==> src/rtl/cdb_arbiter.sv <==
// Common data bus arbiter: three 2-entry result FIFOs (ALU, branch, mem) feed one
// registered broadcast port through round-robin arbitration with mispredict flush.
module cdb_arbiter (
  input  logic        clk,
  input  logic        reset,
  input  logic [2:0]  src_valid,
  output logic [2:0]  src_ready,
  input  logic [20:0] src_preg,
  input  logic [95:0] src_data,
  input  logic [14:0] src_rob_tag,
  input  logic [2:0]  src_has_dest,
  output logic        cdb_valid,
  output logic [6:0]  cdb_preg,
  output logic [31:0] cdb_data,
  output logic [4:0]  cdb_rob_tag,
  output logic        cdb_has_dest,
  output logic [1:0]  cdb_src,
  input  logic [4:0]  rob_head,
  input  logic        mispredict,
  input  logic [4:0]  mispredict_tag
);

  typedef struct packed {
    logic [6:0]  preg;
    logic [31:0] data;
    logic [4:0]  rob_tag;
    logic        has_dest;
  } entry_t;

  entry_t     fifo_q   [3][2];
  entry_t     fifo_d   [3][2];
  entry_t     surv     [3][2];
  entry_t     in_entry [3];
  logic [1:0] count_q  [3];
  logic [1:0] count_d  [3];
  logic [1:0] surv_cnt [3];
  logic [1:0] remain   [3];
  logic [2:0] keep_head;
  logic [2:0] keep_tail;
  logic [2:0] cand;
  logic [2:0] push;
  logic [2:0] pop;
  logic [1:0] rr_q;
  logic [1:0] rr_d;
  logic [1:0] grant;
  logic [1:0] scan;
  logic       grant_valid;

  // Ages are distances from the ROB head, so wrap-around of the 5-bit tag space is harmless.
  function automatic logic is_younger(input logic [4:0] tag, input logic [4:0] head,
                                      input logic [4:0] flush_tag);
    logic [4:0] tag_age;
    logic [4:0] flush_age;
    tag_age   = tag - head;
    flush_age = flush_tag - head;
    return tag_age > flush_age;
  endfunction

  function automatic logic [1:0] next_idx(input logic [1:0] idx);
    return (idx == 2'd2) ? 2'd0 : idx + 2'd1;
  endfunction

  always_comb begin
    for (int i = 0; i < 3; i++) begin
      src_ready[i] = (count_q[i] < 2'd2);
    end
  end

  // Flush survivors are compacted toward the head before arbitration sees them.
  always_comb begin
    for (int i = 0; i < 3; i++) begin
      in_entry[i]  = {src_preg[i*7 +: 7], src_data[i*32 +: 32], src_rob_tag[i*5 +: 5],
                      src_has_dest[i]};
      keep_head[i] = (count_q[i] != 2'd0) &&
                     !(mispredict && is_younger(fifo_q[i][0].rob_tag, rob_head, mispredict_tag));
      keep_tail[i] = (count_q[i] == 2'd2) &&
                     !(mispredict && is_younger(fifo_q[i][1].rob_tag, rob_head, mispredict_tag));
      surv[i][0]   = keep_head[i] ? fifo_q[i][0] : fifo_q[i][1];
      surv[i][1]   = fifo_q[i][1];
      surv_cnt[i]  = {1'b0, keep_head[i]} + {1'b0, keep_tail[i]};
      cand[i]      = (surv_cnt[i] != 2'd0);
      push[i]      = src_valid[i] && src_ready[i] &&
                     !(mispredict && is_younger(src_rob_tag[i*5 +: 5], rob_head, mispredict_tag));
    end
  end

  always_comb begin
    grant_valid = 1'b0;
    grant       = rr_q;
    scan        = rr_q;
    for (int k = 0; k < 3; k++) begin
      if (!grant_valid && cand[scan]) begin
        grant_valid = 1'b1;
        grant       = scan;
      end
      scan = next_idx(scan);
    end
    rr_d = grant_valid ? next_idx(grant) : rr_q;
  end

  // A push only happens below two entries, so after pop at most one survivor remains.
  always_comb begin
    for (int i = 0; i < 3; i++) begin
      pop[i]       = grant_valid && (grant == 2'(i));
      remain[i]    = surv_cnt[i] - {1'b0, pop[i]};
      fifo_d[i][0] = pop[i] ? surv[i][1] : surv[i][0];
      fifo_d[i][1] = surv[i][1];
      count_d[i]   = remain[i];
      if (push[i]) begin
        if (remain[i] == 2'd0) begin
          fifo_d[i][0] = in_entry[i];
        end else begin
          fifo_d[i][1] = in_entry[i];
        end
        count_d[i] = remain[i] + 2'd1;
      end
    end
  end

  always_ff @(posedge clk) begin
    for (int i = 0; i < 3; i++) begin
      for (int j = 0; j < 2; j++) begin
        fifo_q[i][j] <= fifo_d[i][j];
      end
    end
  end

  always_ff @(posedge clk) begin
    if (reset) begin
      for (int i = 0; i < 3; i++) begin
        count_q[i] <= 2'd0;
      end
      rr_q         <= 2'd0;
      cdb_valid    <= 1'b0;
      cdb_preg     <= 7'd0;
      cdb_data     <= 32'd0;
      cdb_rob_tag  <= 5'd0;
      cdb_has_dest <= 1'b0;
      cdb_src      <= 2'd0;
    end else begin
      for (int i = 0; i < 3; i++) begin
        count_q[i] <= count_d[i];
      end
      rr_q      <= rr_d;
      cdb_valid <= grant_valid;
      if (grant_valid) begin
        cdb_preg     <= surv[grant][0].preg;
        cdb_data     <= surv[grant][0].data;
        cdb_rob_tag  <= surv[grant][0].rob_tag;
        cdb_has_dest <= surv[grant][0].has_dest;
        cdb_src      <= grant;
      end
    end
  end

endmodule

==> config.mk <==
export PLATFORM = sky130hd
export DESIGN_NAME = cdb_arbiter
export DESIGN_NICKNAME = d
export VERILOG_FILES = /design/src/rtl/cdb_arbiter.sv
export SDC_FILE = /design/constraint.sdc
export NUM_CORES = 1
export LEC_CHECK = 0
export BUFFER_PORTS_ARGS = -buffer_cell sky130_fd_sc_hd__buf_4
export CAP_MARGIN = 20
export CORE_MARGIN = 5
export CORE_UTILIZATION = 40
export CTS_CLUSTER_DIAMETER = 100
export DETAILED_ROUTE_END_ITERATION = 10
export PLACE_DENSITY = 0.64
export SYNTH_ARGS = -nofsm -noshare
export SYNTH_HDL_FRONTEND = slang
export SYNTH_SLANG_ARGS = --single-unit
==> constraint.sdc <==
create_clock -name clk -period 10.1 [get_ports clk]
set_clock_uncertainty 0.1 [all_clocks]
set_input_delay 3.03 -clock clk [delete_from_list [all_inputs] [get_ports clk]]
set_output_delay 3.03 -clock clk [all_outputs]
set_load 0.1 [all_outputs]
==> results.md <==
- DR DRC count: 0
- Critical path's largest stage delay: 0.61 ns
- Initial Util: 40.62%
- Yosys Warn Count: 0
- Clock Sinks: 326
- Area leader, netlist: edfxtp_1
- Type of origin of the critical path: input port
- Die X: ~220 um
- # IOs: about 200
- Register area share after synthesis: 43.66%
- WP data required: 10.20 ns
- Initial DRC Count: 950
- CTS H-Tree Depth: 2
- GRT overflow: 0
- Post-synth EDFFs: 135
- Crit path DAT: 8.39 ns
- CP delay by family, top: adder cells
- Cell count after synthesis: between 1500 and 2000
- Vias in the first global route: 12850
- I/O Buffers: 201
- Top-area cell type share of the netlist area: approximately 22%
- RSZ-0062 raised after global routing: false
- CP Capture Type: flop
- Num rows: 77
- Setup repair bufs after CTS: 0
- GR Util All Layers: between 10% and 20%
- Reg clk slew, reported paths: 0.06 ns
- Mapped Avg Cell Area: 11.23 um^2
- Syn Nets: 1847
- Final WL: between 50000 and 60000 um
- Crit Path Max Fanout: 26
- Dpl cells: 2314
- Area grow syn2layout: 18.84%
- Reg-to-Reg Start: fifo_q[1][1]
- First-pass GRT wire length: 76360 um
- Clock Path Buffers: 3
- CP cell instances: buf_4 -> inv_1 -> buf_4 -> fa_1 -> ha_1 -> a21o_1 -> a21o_1 -> maj3_1 -> a21oi_1 -> nor3_1 -> or3_1 -> ha_1 -> nand2_1 -> a21oi_1 -> nand2_1 -> o41ai_4 -> and2_1 -> fa_1 -> nor2_1 -> nor2_4 -> buf_12
- Setup slack, reg-to-reg: about 4.4 ns
- Via count: 13120
- Fraction of registers with async set/reset: 0%
- Register bit total from synthesis: around 330
- Most common library cells after synthesis: mux2_2, dfxtp_1, o21ai_0
- Hold_sp: cdb_data[15]
- Crit path time final: a little over 8 ns
- Antenna violations before repair: 3
- Slowest cell on crit path: fa_1
- Largest net degree at the start of global routing: 92
- CTS root buffer: clkbuf_16
- Die Ht: 222.4 um
- Post-Syn Area: 18040 um^2
- Post-Layout Cell Count: 2387
- Post_cts resized: 0
- Routed len/inst: about 21 um
- Status: finished, final reports clean
- Library cells used by synthesis: 57
- Final setup viols: 0
- Clk_lat worst skew: 0.51 ns
- Fin. max-slew vios: 0
- Die Area: 49450 um^2
- Maxcap violations: 0
- HP Class: flop to flop
- CTS tree: built
- Largest cells by area after synthesis: edfxtp_1, dfxtp_1, mux2_2
- Hold Fails Final Rpt: 0
- Setup TNS: 0 ns
- DRT Pass-1 Iters: 5
- Actual slew at the worst max-slew pin: about 0.9 ns
- Share of post-route cells with drive strength above 1: 31.27%
- Most common cell in the netlist: mux2_2
- Total core area: 44410 um^2
- DR vias/cell: approximately 5.5
- Worst path buffer plus inverter count: 4
- Peak Freq: approximately 120 MHz
- CP startpoint: rob_head[1]
- Ys flop type: dfxtp_1
- Nets: 2002
- Hpwl dp: between 30000 and 40000 um
- Cts bufs inserted: 38
- Hold Buf Count CTS: 0
- Final period utilization: between 80% and 90%
- Placer Congestion: 0.8505
- Max-slew headroom: 39.26%
- Setup CP Type: input port to flop
- DRT antenna net count: 0
[cells in the final DEF (no fill, tap or decap), types with 12 or more instances in the layout]
master,n
nand3_1,48
clkbuf_16,39
o21bai_1,44
nor2_1,34
a21o_1,68
a21oi_1,38
mux2_1,28
mux2_4,37
nor2b_1,12
xor2_1,28
a41oi_1,44
xnor2_1,30
ha_1,76
and3_1,91
nand2_1,15
mux2_2,199
a21boi_0,87
inv_1,38
edfxtp_1,135
fa_1,13
dfxtp_1,191
o21ai_0,144
buf_4,227
[per-layer routing]
metal	vias up	global-route usage, %	part of all wire (%)	routed length (um)
li1	6313	-	-	-
met3	58	3.154	5.1	2574
met2	314	29.61	44	22470
met1	6431	28.78	48	24490
met5	-	0	0	0
met4	0	5.099	2.3	1191
[path summary, 6_finish.rpt]
| kind | cells past startpoint | end |
|---|---|---|
| setup reg to reg | 21 | fifo_q[2][36] |
| hold reg to reg | 2 | cdb_data[15] |
| setup / recovery | 21 | fifo_q[2][36] |
| hold / removal | 2 | cdb_data[15] |
[flip-flops by register name, summed over array words and instances, names as in the netlist]
name,count
cdb_valid,1
cdb_src,2
count_q,6
cdb_data,32
fifo_q,270
rr_q,2
cdb_rob_tag,5
cdb_preg,7
cdb_has_dest,1
[worst reg2reg max path, delay by kind of cell (launching register included)]
kind | cells | cell delay, ns
and+or+nand+nor | 7 | 1.47
DFF | 1 | 0.45
adders and majority gates | 6 | 2.25
buffers and inverters | 3 | 0.43
AOI/OAI and AO/OA | 5 | 0.66
[layout make-up]
class	count	area (um^2)
Fill cell	4006	22970
Multi-Input combinational cell	1124	9560
Sequential cell	326	7878
Timing Repair Buffer	234	1844
Clock buffer	48	1030
Tap cell	592	740.7
Clock inverter	21	235.2
Inverter	38	142.6
Antenna cell	4	10.01
[through the flow]
step                      cell area [um^2]  hold slack [ns]  setup slack, ns  util (%)
after detailed placement             20170           0.3964            1.253     45.40
final                                21440           0.4026            1.811     48.27
after CTS                            21430           0.4048            1.792     48.25
after global placement               20170           0.3899            1.339     45.40
after global routing                 21430           0.4509            1.442     48.26
after floorplan                      18040           0.4396           0.1033         -
[kinds of logic (layout without fill, tap and decap cells)]
kind of cell	after synthesis	count (layout)	synth area share (%)
compound gates	457	457	17.24
flops	326	326	43.66
mux	270	270	17.58
simple gates	243	243	7.497
buf+inv	157	341	4.050
fa+ha+maj	95	95	7.067
xor+xnor	59	59	2.906
other cells	0	4	0
Power is left out: the tool's default activity adds up to more than one toggle a clock period on the data nets, which glitch-free logic cannot reach.
